$ cat src/rtl/proc_control_fsm.sv
// proc_control_fsm: fetch/decode/execute sequencer for the 16-bit processor,
// with an optional single-step gate on instruction fetch.
`default_nettype none

module proc_control_fsm #(
  parameter int D_AW   = 8,
  parameter int RF_AW  = 4,
  parameter int ALU_SW = 3
) (
  input  logic              Clk,
  input  logic              Reset,
  input  logic [15:0]       IR,
  input  logic              StepEn,
  input  logic              Step,
  output logic              PC_Clr,
  output logic              PC_Up,
  output logic              IR_Ld,
  output logic [D_AW-1:0]   D_Addr,
  output logic              D_Wr,
  output logic              RF_s,
  output logic [RF_AW-1:0]  RF_W_Addr,
  output logic              RF_W_En,
  output logic [RF_AW-1:0]  RF_Ra_Addr,
  output logic [RF_AW-1:0]  RF_Rb_Addr,
  output logic [ALU_SW-1:0] ALU_s,
  output logic              Halted,
  output logic [3:0]        State,
  output logic [3:0]        NextState
);

  typedef enum logic [3:0] {
    S_INIT   = 4'd0,
    S_FETCH  = 4'd1,
    S_DECODE = 4'd2,
    S_NOOP   = 4'd3,
    S_LOAD_A = 4'd4,
    S_LOAD_B = 4'd5,
    S_STORE  = 4'd6,
    S_ADD    = 4'd7,
    S_SUB    = 4'd8,
    S_HALT   = 4'd9
  } state_t;

  localparam logic [ALU_SW-1:0] C_ALU_ADD = ALU_SW'(1);
  localparam logic [ALU_SW-1:0] C_ALU_SUB = ALU_SW'(2);

  state_t state_q, state_d;
  logic   step_s1_q, step_s2_q, step_s3_q;
  logic   step_pulse;
  logic   go;

  assign step_pulse = step_s2_q & ~step_s3_q;
  assign go         = ~StepEn | step_pulse;

  always_ff @(posedge Clk or negedge Reset) begin
    if (!Reset) begin
      state_q   <= S_INIT;
      step_s1_q <= 1'b0;
      step_s2_q <= 1'b0;
      step_s3_q <= 1'b0;
    end else begin
      state_q   <= state_d;
      step_s1_q <= Step;
      step_s2_q <= step_s1_q;
      step_s3_q <= step_s2_q;
    end
  end

  always_comb begin
    state_d = S_INIT;
    case (state_q)
      S_INIT:   state_d = S_FETCH;
      S_FETCH:  state_d = go ? S_DECODE : S_FETCH;
      S_DECODE: begin
        case (IR[15:12])
          4'd1:    state_d = S_LOAD_A;
          4'd2:    state_d = S_STORE;
          4'd3:    state_d = S_ADD;
          4'd4:    state_d = S_SUB;
          4'd5:    state_d = S_HALT;
          default: state_d = S_NOOP;
        endcase
      end
      S_LOAD_A: state_d = S_LOAD_B;
      S_NOOP,
      S_LOAD_B,
      S_STORE,
      S_ADD,
      S_SUB:    state_d = S_FETCH;
      S_HALT:   state_d = S_HALT;
      default:  state_d = S_INIT;
    endcase
  end

  // While Reset is low the state sits in INIT, so PC_Clr is held off until release.
  always_comb begin
    PC_Clr     = 1'b0;
    PC_Up      = 1'b0;
    IR_Ld      = 1'b0;
    D_Addr     = '0;
    D_Wr       = 1'b0;
    RF_s       = 1'b0;
    RF_W_Addr  = '0;
    RF_W_En    = 1'b0;
    RF_Ra_Addr = '0;
    RF_Rb_Addr = '0;
    ALU_s      = '0;
    Halted     = 1'b0;
    case (state_q)
      S_INIT:  PC_Clr = Reset;
      S_FETCH: begin
        IR_Ld = go;
        PC_Up = go;
      end
      S_LOAD_A, S_LOAD_B: begin
        D_Addr    = IR[4 +: D_AW];
        RF_s      = 1'b1;
        RF_W_Addr = IR[0 +: RF_AW];
        RF_W_En   = (state_q == S_LOAD_B);
      end
      S_STORE: begin
        D_Addr     = IR[4 +: D_AW];
        RF_Ra_Addr = IR[0 +: RF_AW];
        D_Wr       = 1'b1;
      end
      S_ADD, S_SUB: begin
        RF_Ra_Addr = IR[8 +: RF_AW];
        RF_Rb_Addr = IR[4 +: RF_AW];
        RF_W_Addr  = IR[0 +: RF_AW];
        RF_W_En    = 1'b1;
        ALU_s      = (state_q == S_ADD) ? C_ALU_ADD : C_ALU_SUB;
      end
      S_HALT:  Halted = 1'b1;
      default: ;
    endcase
  end

  assign State     = state_q;
  assign NextState = Reset ? state_d : S_INIT;

endmodule

`default_nettype wire

$ cat config.mk
export PLATFORM = sky130hd
export DESIGN_NAME = proc_control_fsm
export DESIGN_NICKNAME = d
export VERILOG_FILES = /design/src/rtl/proc_control_fsm.sv
export SDC_FILE = /design/constraint.sdc
export NUM_CORES = 1
export LEC_CHECK = 0
export CAP_MARGIN = 20
export CORE_MARGIN = 2
export CORE_UTILIZATION = 30
export CTS_CLUSTER_DIAMETER = 100
export DETAILED_ROUTE_END_ITERATION = 16
export GPL_ROUTABILITY_DRIVEN = 0
export PLACE_DENSITY = 0.77
export SLEW_MARGIN = 5
export SYNTH_ARGS = -nofsm -noshare
export SYNTH_HDL_FRONTEND = slang
export SYNTH_SLANG_ARGS = --single-unit
$ cat constraint.sdc
create_clock -name Clk -period 1.97 [get_ports Clk]
set_clock_uncertainty 0.05 [all_clocks]
set_input_delay 0.197 -clock Clk [delete_from_list [all_inputs] [get_ports Clk]]
set_output_delay 0.197 -clock Clk [all_outputs]
set_load 0.005 [all_outputs]
==> out/metrics.cfg, run 1 <==
[cts]
clockBufferDepth = 2
clk_latency_ns = 0.26
cts_tree = yes
cts.sinks = 7
cts_root_buffer = clkbuf_4
cts_hold_buf = 0
htree_levels = 1
cts.clk_slew.worst_paths_ns = 0.06
cts-buffers-inserted = 3

[yosys]
syn_nets = 102
syn_inst = 82
ys_ff_latch = 7
synth-seq-area-share_pct = 27.5
yosysUniqueCellTypes = 32
yosysWarnings = 0
syn_area_sq_um = 637
syn_area_per_cell_sq_um = 7.77

[power]
power_switching_uw = 412
seqPwrFrac_pct = 18.4
ir_drop_mv = 0.589
pwr-share-clk_pct = 12.1
p_comb_share_pct = 69.6
leakagePower_nw = 0.981
p_per_area_nw_per_um2 = 680
swShare_pct = 37.8
intPower_uw = 676

[route]
first_iter_violations = 12
drc = 0
dr.pass1.iters = 4
routed_wl_um = 3110
routed_via_density = 4.99
wl_per_cell_um = 15.9
vias = 978
ant_nets = 0

[worst_setup_path]
worst-endpoint-arrival_ns = 1.94
crit_type = flop to primary output
required_ns = 1.72
cp-end-kind = primary output
start_kind = flop
path_max_fanout = 4

[outcome]
status = complete, but fails checks
violations = setup timing

[finish]
num_antenna_cells = 0
final_nets = 190
drive_above_1_share_pct = 45.0
stdcell_area_sq_um = 1600
syn2layout_area_growth_pct = 151
finalNonFillerCells = 196

[timing]
rsz0062_at_grt = yes
fin_crit_sh_pct = 111
fin_hold_ws_ns = 0.0908
slew_violations = 0
setup_viol = 9
fin_crit_ns = 2.18
hold_viol_final = 0
layout_setup_ws_ns = -0.215
max_freq_ghz = 0.458

[floorplanning]
core_area_sq_um = 1980
die_h_um = 50.1
die_area_sq_um = 2510
initial_core_util_pct = 32.1
rows = 16
io_pins = 58
dieWidth_um = 50.1

[placed_design]
dp_cells = 178
port_buffers = 56
pre_cts_slack_ns = -0.323
dpl.hpwl_um = 1880
dpl-instance-area_sq_um = 1330

[run]
maxCapViolations = 0

[global_routing]
grt.total_usage_pct = 21.4
grt_max_degree = 9
grt_pass1_wl_um = 4150
grt_pass1_vias = 952
antenna_found_initial = 0
overflow = 0

[worst_hold_path]
worst_hold_path_type = input pin to asynchronous set/reset pin

worst max-delay path, cell delays in order (launching register included):
cell and delay (ns):
dfrtp_2 0.43, or3b_4 0.40, or2_4 0.26, o21ai_4 0.09, buf_12 0.13, buf_6 0.09, buf_6 0.08, and2_4 0.12
buf_6 0.08
power groups by stage:
| stage | clock network (mW) | logic, mW | registers (mW) |
|---|---|---|---|
| CTS | 0.138 | 0.621 | 0.194 |
| global route | 0.141 | 0.803 | 0.202 |
| finish | 0.131 | 0.757 | 0.200 |
| floorplan | 0 | 0.190 | 0.212 |
| detailed placement | 0 | 0.567 | 0.196 |
| global placement | 0 | 0.555 | 0.195 |
synth_stat cells:
master    n  area (sq um)
inv_1     3          11.3
o21ai_1   1          5.00
o31ai_1   1          7.51
nor3b_1   1          7.51
dfrtp_1   7           175
conb_1    1          3.75
and2_1    6          37.5
nor2_1    9          33.8
or4b_1    1          10.0
nor4b_1   1          8.76
nor2b_1   7          43.8
buf_6     1          11.3
or2_2     1          6.26
and2_0    1          6.26
clkbuf_1  1          3.75
o21ai_4   1          16.3
a21oi_1   5          25.0
o21ai_0   4          20.0
nand2b_1  2          12.5
or3b_1    1          8.76
buf_4     2          15.0
nor3_1    2          10.0
a22o_1    4          35.0
and2b_1   1          7.51
buf_2     1          5.00
xor2_1    1          8.76
and3b_1   1          8.76
and3_1    8          50.1
a22oi_1   1          7.51
nand2_1   3          11.3
or2b_1    2          15.0
or2_4     1          8.76
through the flow:
step	power [mW]	TNS, ns	utilization (%)
5_1_grt	1.15	-1.77	80.7
3_5_place_dp	0.763	-1.51	67.2
3_3_place_gp	0.750	-1.28	67.2
6_report	1.09	-1.32	80.7
4_1_cts	0.952	-2.97	75.3
2_1_floorplan	0.402	0	-
cell families after synthesis:
logic type | count (synthesis) | synth area share [%]
flops | 7 | 27.5
buf+inv | 8 | 7.27
other cells | 1 | 0.589
xor+xnor | 1 | 1.38
compound gates | 17 | 18.3
simple gates | 48 | 45.0
flip-flops by register name, summed over array words and instances (netlist names):
signal     count
State          4
step_s1_q      1
step_s2_q      1
step_s3_q      1
layout by cell type (no fill, tap or decap), types with 4 or more instances in the layout:
cell type         n
buf_2             7
nor2b_1           5
buf_6            11
nor2_1            8
dlygate4sd2_1     8
and2_4            4
clkdlybuf4s50_1  23
dlymetal6s2s_1   11
dfrtp_1           6
buf_4            22
a22o_1            4
and3_1            8
repair_timing:
action / 4_1_cts / 5_1_grt
setup endpoints to repair: 32 / 26
pin swaps: 10 / 10
cloned: 1 / 0
buffers inserted: 11 / 3
resized for setup: 76 / 39
layout make-up:
| cell class | instances | area (sq um) |
|---|---|---|
| Sequential cell | 7 | 176 |
| Clock inverter | 1 | 5.00 |
| Multi-Input combinational cell | 67 | 529 |
| Fill cell | 125 | 382 |
| Inverter | 3 | 11.3 |
| Tap cell | 27 | 33.8 |
| Clock buffer | 3 | 22.5 |
| Timing Repair Buffer | 88 | 822 |
routing by layer:
| metal | routed length [um] | GRT usage, % |
|---|---|---|
| met2 | 1670 | 42.1 |
| met3 | 287 | 4.55 |
| met1 | 1090 | 21.6 |
| met5 | 0 | 0 |
| met4 | 68 | 6.94 |
path summary, 6_finish.rpt:
kind	start	to	slack, ns	cells past startpoint
min reg2reg	step_s1_q	step_s2_q	0.31	0
max reg2reg	State[2]	State[2]	0.36	5
max in group asynchronous	Reset	State[2]	1.45	2
min	Reset	step_s1_q	0.09	1
max	State[2]	RF_Rb_Addr[1]	-0.21	8
min in group Clk	step_s1_q	step_s2_q	0.31	0
No activity file was read; power rests on OpenSTA's default activity.
==> run 2: changes to the inputs <==
--- a/config.mk
+++ b/config.mk
@@ -6,7 +6,6 @@
 export NUM_CORES = 1
 export LEC_CHECK = 0
 export CAP_MARGIN = 20
-export CORE_MARGIN = 2
 export CORE_UTILIZATION = 30
 export CTS_CLUSTER_DIAMETER = 100
 export DETAILED_ROUTE_END_ITERATION = 16
==> run 2 against run 1 <==
  * The flow still finishes with violations (setup timing)
  * Via count is 0.92% lower
  * Routed wire length is 17% lower
  * Sequential share of layout area is 0.56 points higher
  * Flip-flop and latch count stayed put
  * Final cell count is 2.0% higher
  * Sequential power hardly changed
  * Utilization is 4.4 points lower
  * Fmax is 5.6% higher
  * Clock power is 4% lower
  * Critical path type unchanged
  * Largest cell class unchanged
  * Largest power group unchanged
  * Highest routed layer unchanged
==> out/metrics.cfg, run 2 (synthesis gave the netlist of run 1 again) <==
[timing]
fin_setup_tns_ns = -0.429  ; +0.891 ns
layout_setup_ws_ns = -0.0987  ; +0.116 ns
fin_crit_ns = 2.07  ; -0.116 ns
fin_crit_sh_pct = 105  ; -5.9 points
max_freq_ghz = 0.483  ; +5.6%
hold_viol_final = 0  ; unchanged
slew_violations = 0  ; unchanged
setup_viol = 6  ; -3
rsz0062_at_grt = yes

[route]
first_iter_violations = 1  ; -11
routed_via_density = 4.85  ; -2.9%
drc = 0  ; unchanged
wl_per_cell_um = 12.9  ; -19%
dr.pass1.iters = 2  ; -2
vias = 969  ; -0.92%
ant_nets = 0  ; unchanged
routed_wl_um = 2580  ; -17%

[floorplanning]
dieWidth_um = 48.1  ; -4.0%
die_h_um = 48.1  ; -4.0%
rows = 16  ; unchanged
core_area_sq_um = 1980  ; unchanged
die_area_sq_um = 2310  ; -7.8%
io_pins = 58  ; unchanged
initial_core_util_pct = 32.1  ; unchanged

[worst_setup_path]
start_kind = flop
path_max_fanout = 4  ; unchanged
reg2reg_from = State[2]
crit_chain = or3b_1 > or2_4 > o21ai_4 > buf_4 > and2_1 > dlygate4sd2_1
crit_slowest_cell = dfrtp_1
crit_type = flop to primary output
timing.critical_path.from = State[0]
required_ns = 1.72  ; about the same
max_stage_delay_ns = 0.39  ; -0.04 ns
worst-endpoint-arrival_ns = 1.82  ; -0.12 ns
cp-end-kind = primary output

[finish]
syn2layout_area_growth_pct = 138
multiInputGateArea_sq_um = 529  ; unchanged
fillers = 144  ; +15%
final_nets = 194  ; +2.1%
num_antenna_cells = 0  ; unchanged
layout_common_cells = buf_4, clkdlybuf4s50_1, buf_2
largest_reg_flops = 4  ; unchanged
drive_above_1_share_pct = 50.3  ; +5.3 points
register_area_sq_um = 175  ; -0.71%
mostFrequentLayoutCell = buf_4

[cts]
cts_tree = yes
cts.clk_slew.worst_paths_ns = 0.05  ; about the same
cts_hold_buf = 0  ; unchanged
cts_root_buffer = clkbuf_4
cts-buffers-inserted = 3  ; unchanged
clk_latency_ns = 0.25  ; about the same
clockBufferDepth = 2  ; unchanged
htree_levels = 1  ; unchanged
cts.sinks = 7  ; unchanged

[outcome]
violations = setup timing
status = complete, but fails checks

[worst_hold_path]
worst_hold_path_type = input pin to asynchronous set/reset pin

[power]
p_comb_share_pct = 69.8  ; +0.2 points
pwr-share-clk_pct = 11.6  ; -0.5 points
leakagePower_nw = 0.851  ; -13%
power_switching_uw = 401  ; -2.7%
seqPwrFrac_pct = 18.6  ; +0.2 points
intPower_uw = 684  ; +1.1%
ir_drop_mv = 0.598  ; +1.5%
p_per_area_nw_per_um2 = 717  ; +5.4%
swShare_pct = 36.9  ; -0.90 points

[placed_design]
pre_cts_slack_ns = -0.271  ; +0.0525 ns
dpl.hpwl_um = 1840  ; -2.3%
port_buffers = 56  ; unchanged

[global_routing]
grt_pass1_vias = 835  ; -12%
overflow = 0  ; unchanged
antenna_found_initial = 0  ; unchanged
grt.total_usage_pct = 20.3  ; -1.1 points
grt_max_degree = 10  ; +1
grt_pass1_wl_um = 3180  ; -23%

[run]
maxCapViolations = 0  ; unchanged

==> run 2: final timing paths <==
kind	end	slack, ns	cells after the start
worst max-delay path	RF_Rb_Addr[2]	-0.1	6
worst min-delay path	State[3]	0.27	2
worst max register to register	State[2]	0.31	6
worst min register to register	step_s2_q	0.31	0
max in group asynchronous	step_s2_q	1.49	2
min in group Clk	step_s2_q	0.31	0
==> run 2: stage by stage <==
stage	util, %	total power [mW]	instances	hold WS [ns]	instance area, sq um
final	76.3	1.08	200	0.271	1510
after global routing	76.3	1.16	200	0.281	1510
after CTS	71.7	0.945	194	0.271	1420
after detailed placement	67.6	0.767	179	0.305	1340
after global placement	67.6	0.753	179	0.291	1340
after floorplan	-	0.402	82	-0.149	637
==> run 2: layout make-up <==
class                           instances  area share, %
Sequential cell                         7           11.6
Timing Repair Buffer                   92           48.7
Multi-Input combinational cell         67           35.0
Inverter                                3          0.744
Tap cell                               27           2.23
Clock buffer                            4           1.74
==> run 2: worst max-delay path, delay by kind of cell, from the launching register on <==
family	cells	cell delay, ns
flops	1	0.39
buf+inv	2	0.35
compound gates	1	0.08
simple gates	3	0.75
==> run 2: metal layers <==
layer  GRT usage, %  routed length (um)
met5              0                   0
met4           13.9                  34
met3           6.04                 262
met2           39.7                1400
met1           17.0                 890
==> run 2: power by group through the flow <==
stage	sequential [mW]	combinational [mW]	clock, mW
2_1_floorplan	0.212	0.190	0
3_3_place_gp	0.194	0.559	0
3_5_place_dp	0.196	0.571	0
4_1_cts	0.197	0.614	0.134
5_1_grt	0.205	0.812	0.145
6_report	0.202	0.757	0.126
==> run 2: repair_timing <==
item,CTS,global route
buffers inserted,11,7
resized for setup,83,47
hold endpoints to repair,0,0
setup endpoints to repair,32,27
cloned,0,0
pin swaps,13,12
==> run 3: changes to the inputs <==
--- a/config.mk
+++ b/config.mk
@@ -6,11 +6,11 @@
 export NUM_CORES = 1
 export LEC_CHECK = 0
 export CAP_MARGIN = 20
-export CORE_UTILIZATION = 30
+export CORE_UTILIZATION = 33
 export CTS_CLUSTER_DIAMETER = 100
 export DETAILED_ROUTE_END_ITERATION = 16
 export GPL_ROUTABILITY_DRIVEN = 0
-export PLACE_DENSITY = 0.77
+export PLACE_DENSITY = 0.83
 export SLEW_MARGIN = 5
 export SYNTH_ARGS = -nofsm -noshare
 export SYNTH_HDL_FRONTEND = slang
==> constraint.sdc (replaced) <==
create_clock -name Clk -period 2.5 [get_ports Clk]
set_clock_uncertainty 0.05 [all_clocks]
set_input_delay 0.25 -clock Clk [delete_from_list [all_inputs] [get_ports Clk]]
set_output_delay 0.25 -clock Clk [all_outputs]
set_load 0.005 [all_outputs]
==> run 3 against run 2 <==
  * Final area down 16%
  * Flip-flop and latch count unchanged
  * Critical endpoint is now NextState[3]
  * Sequential share of layout area up 2.4 points
  * Critical path type unchanged
  * The run now ends clean
  * Worst hold slack worse by 0.13 ns
  * Via count down 14%
==> out/metrics.cfg, run 3 (synthesis gave the netlist of run 1 again) <==
[outcome]
status = completed

[route]
drc = 0  ; unchanged
dr.pass1.iters = 4  ; +2
ant_nets = 0  ; unchanged
first_iter_violations = 14  ; +13
routed_via_density = 4.95  ; +2.1%
wl_per_cell_um = 13.4  ; +3.9%
vias = 831  ; -14%
routed_wl_um = 2260  ; -13%

[timing]
hold_viol_final = 0  ; unchanged
setup_viol = 0  ; -6
fin_crit_sh_pct = 98.2
fin_crit_ns = 2.45
max_freq_ghz = 0.407
slew_violations = 0  ; unchanged
rsz0062_at_grt = no
fin_setup_tns_ns = 0  ; +0.429 ns

[floorplanning]
rows = 15  ; -1
die_area_sq_um = 2110  ; -8.7%
initial_core_util_pct = 36.1  ; +4.0 points
die_h_um = 45.9  ; -4.5%
core_area_sq_um = 1760  ; -11%
io_pins = 58  ; unchanged
dieWidth_um = 45.9  ; -4.5%

[global_routing]
overflow = 0  ; unchanged
grt.total_usage_pct = 20.7  ; +0.36 points
grt_max_degree = 14  ; +4
grt_pass1_vias = 721  ; -14%
antenna_found_initial = 0  ; unchanged
grt_pass1_wl_um = 3140  ; -1.3%

[finish]
num_antenna_cells = 0  ; unchanged
stdcell_area_sq_um = 1270  ; -16%
mostFrequentLayoutCell = clkdlybuf4s50_1
final_nets = 164  ; -15%
drive_above_1_share_pct = 9.79  ; -40 points
largest_reg_flops = 4  ; unchanged
finalNonFillerCells = 168  ; -16%
syn2layout_area_growth_pct = 99.0
final_util_pct = 71.8  ; -4.5 points
layout_common_cells = clkdlybuf4s50_1, nor2_1, and3_1

[worst_setup_path]
cp-end-kind = primary output
required_ns = 2.20  ; +0.48 ns
crit_type = flop to primary output
worst-endpoint-arrival_ns = 2.15  ; +0.33 ns
path_max_fanout = 11  ; +7
start_kind = flop

[worst_hold_path]
worst_hold_path_type = input pin to asynchronous set/reset pin

[cts]
clk_latency_ns = 0.26  ; about the same
cts.clk_slew.worst_paths_ns = 0.05  ; about the same
htree_levels = 1  ; unchanged
cts_root_buffer = clkbuf_4
cts_tree = yes
cts-buffers-inserted = 3  ; unchanged
clockBufferDepth = 2  ; unchanged
cts.sinks = 7  ; unchanged

[placed_design]
dpl-instance-area_sq_um = 1210  ; -9.7%
port_buffers = 56  ; unchanged
dp_cells = 160  ; -11%
dpl.hpwl_um = 1730  ; -5.7%

[power]
p_per_area_nw_per_um2 = 509  ; -29%
ir_drop_mv = 0.486  ; -19%
leakagePower_nw = 0.537  ; -37%

[run]
maxCapViolations = 0  ; unchanged

run 3: critical path, cell delays in order (launching register included):
cell             delay [ns]
dfrtp_2                0.47
nor4b_1                0.47
a22oi_1                0.15
nor2_1                 0.17
and2_1                 0.14
clkdlybuf4s50_1        0.49
run 3: report_power, final:
group | switching [mW] | internal [mW] | total, mW
clock network | 0.0475 | 0.0613 | 0.109
logic | 0.161 | 0.209 | 0.370
registers | 0.0308 | 0.135 | 0.166
run 3: metrics by stage:
step | setup WS (ns) | power [mW] | hold WS [ns]
finish | 0.0452 | 0.645 | 0.141
global placement | 0.130 | 0.515 | 0.290
CTS | 0.0141 | 0.639 | 0.137
detailed placement | 0.116 | 0.523 | 0.286
floorplan | 0.838 | 0.317 | -0.0956
global route | 0.000772 | 0.685 | 0.149
run 3: worst paths after layout:
kind,from,endpoint,slack (ns),depth (start not counted)
max,State[3],NextState[3],0.05,5
min,Reset,State[1],0.14,1
max reg2reg,State[1],State[0],1.06,4
min reg2reg,step_s1_q,step_s2_q,0.31,0
max in group asynchronous,Reset,State[3],1.92,2
min in group Clk,step_s1_q,step_s2_q,0.31,0
run 3: cell type report:
cell class / count / area [sq um]
inverter: 3 / 11.3
sequential: 7 / 178
fill: 163 / 497
tap: 25 / 31.3
timing repair buffer: 62 / 606
clock buffer: 4 / 26.3
multi-input combinational: 67 / 415
run 3: metal layers:
| metal | vias to the layer above | GRT usage, % | share of wire (%) |
|---|---|---|---|
| met2 | 52 | 38.6 | 48 |
| met1 | 373 | 21.8 | 38 |
| met3 | 5 | 4.37 | 11 |
| met4 | 0 | 8.82 | 2.5 |
| met5 | - | 0 | 0 |
| li1 | 401 | - | - |
run 3: repair_timing:
action	in CTS	in global routing
gates resized for setup	1	2
hold buffers	0	0
endpoints found under the setup margin	8	9
buffers inserted	0	4
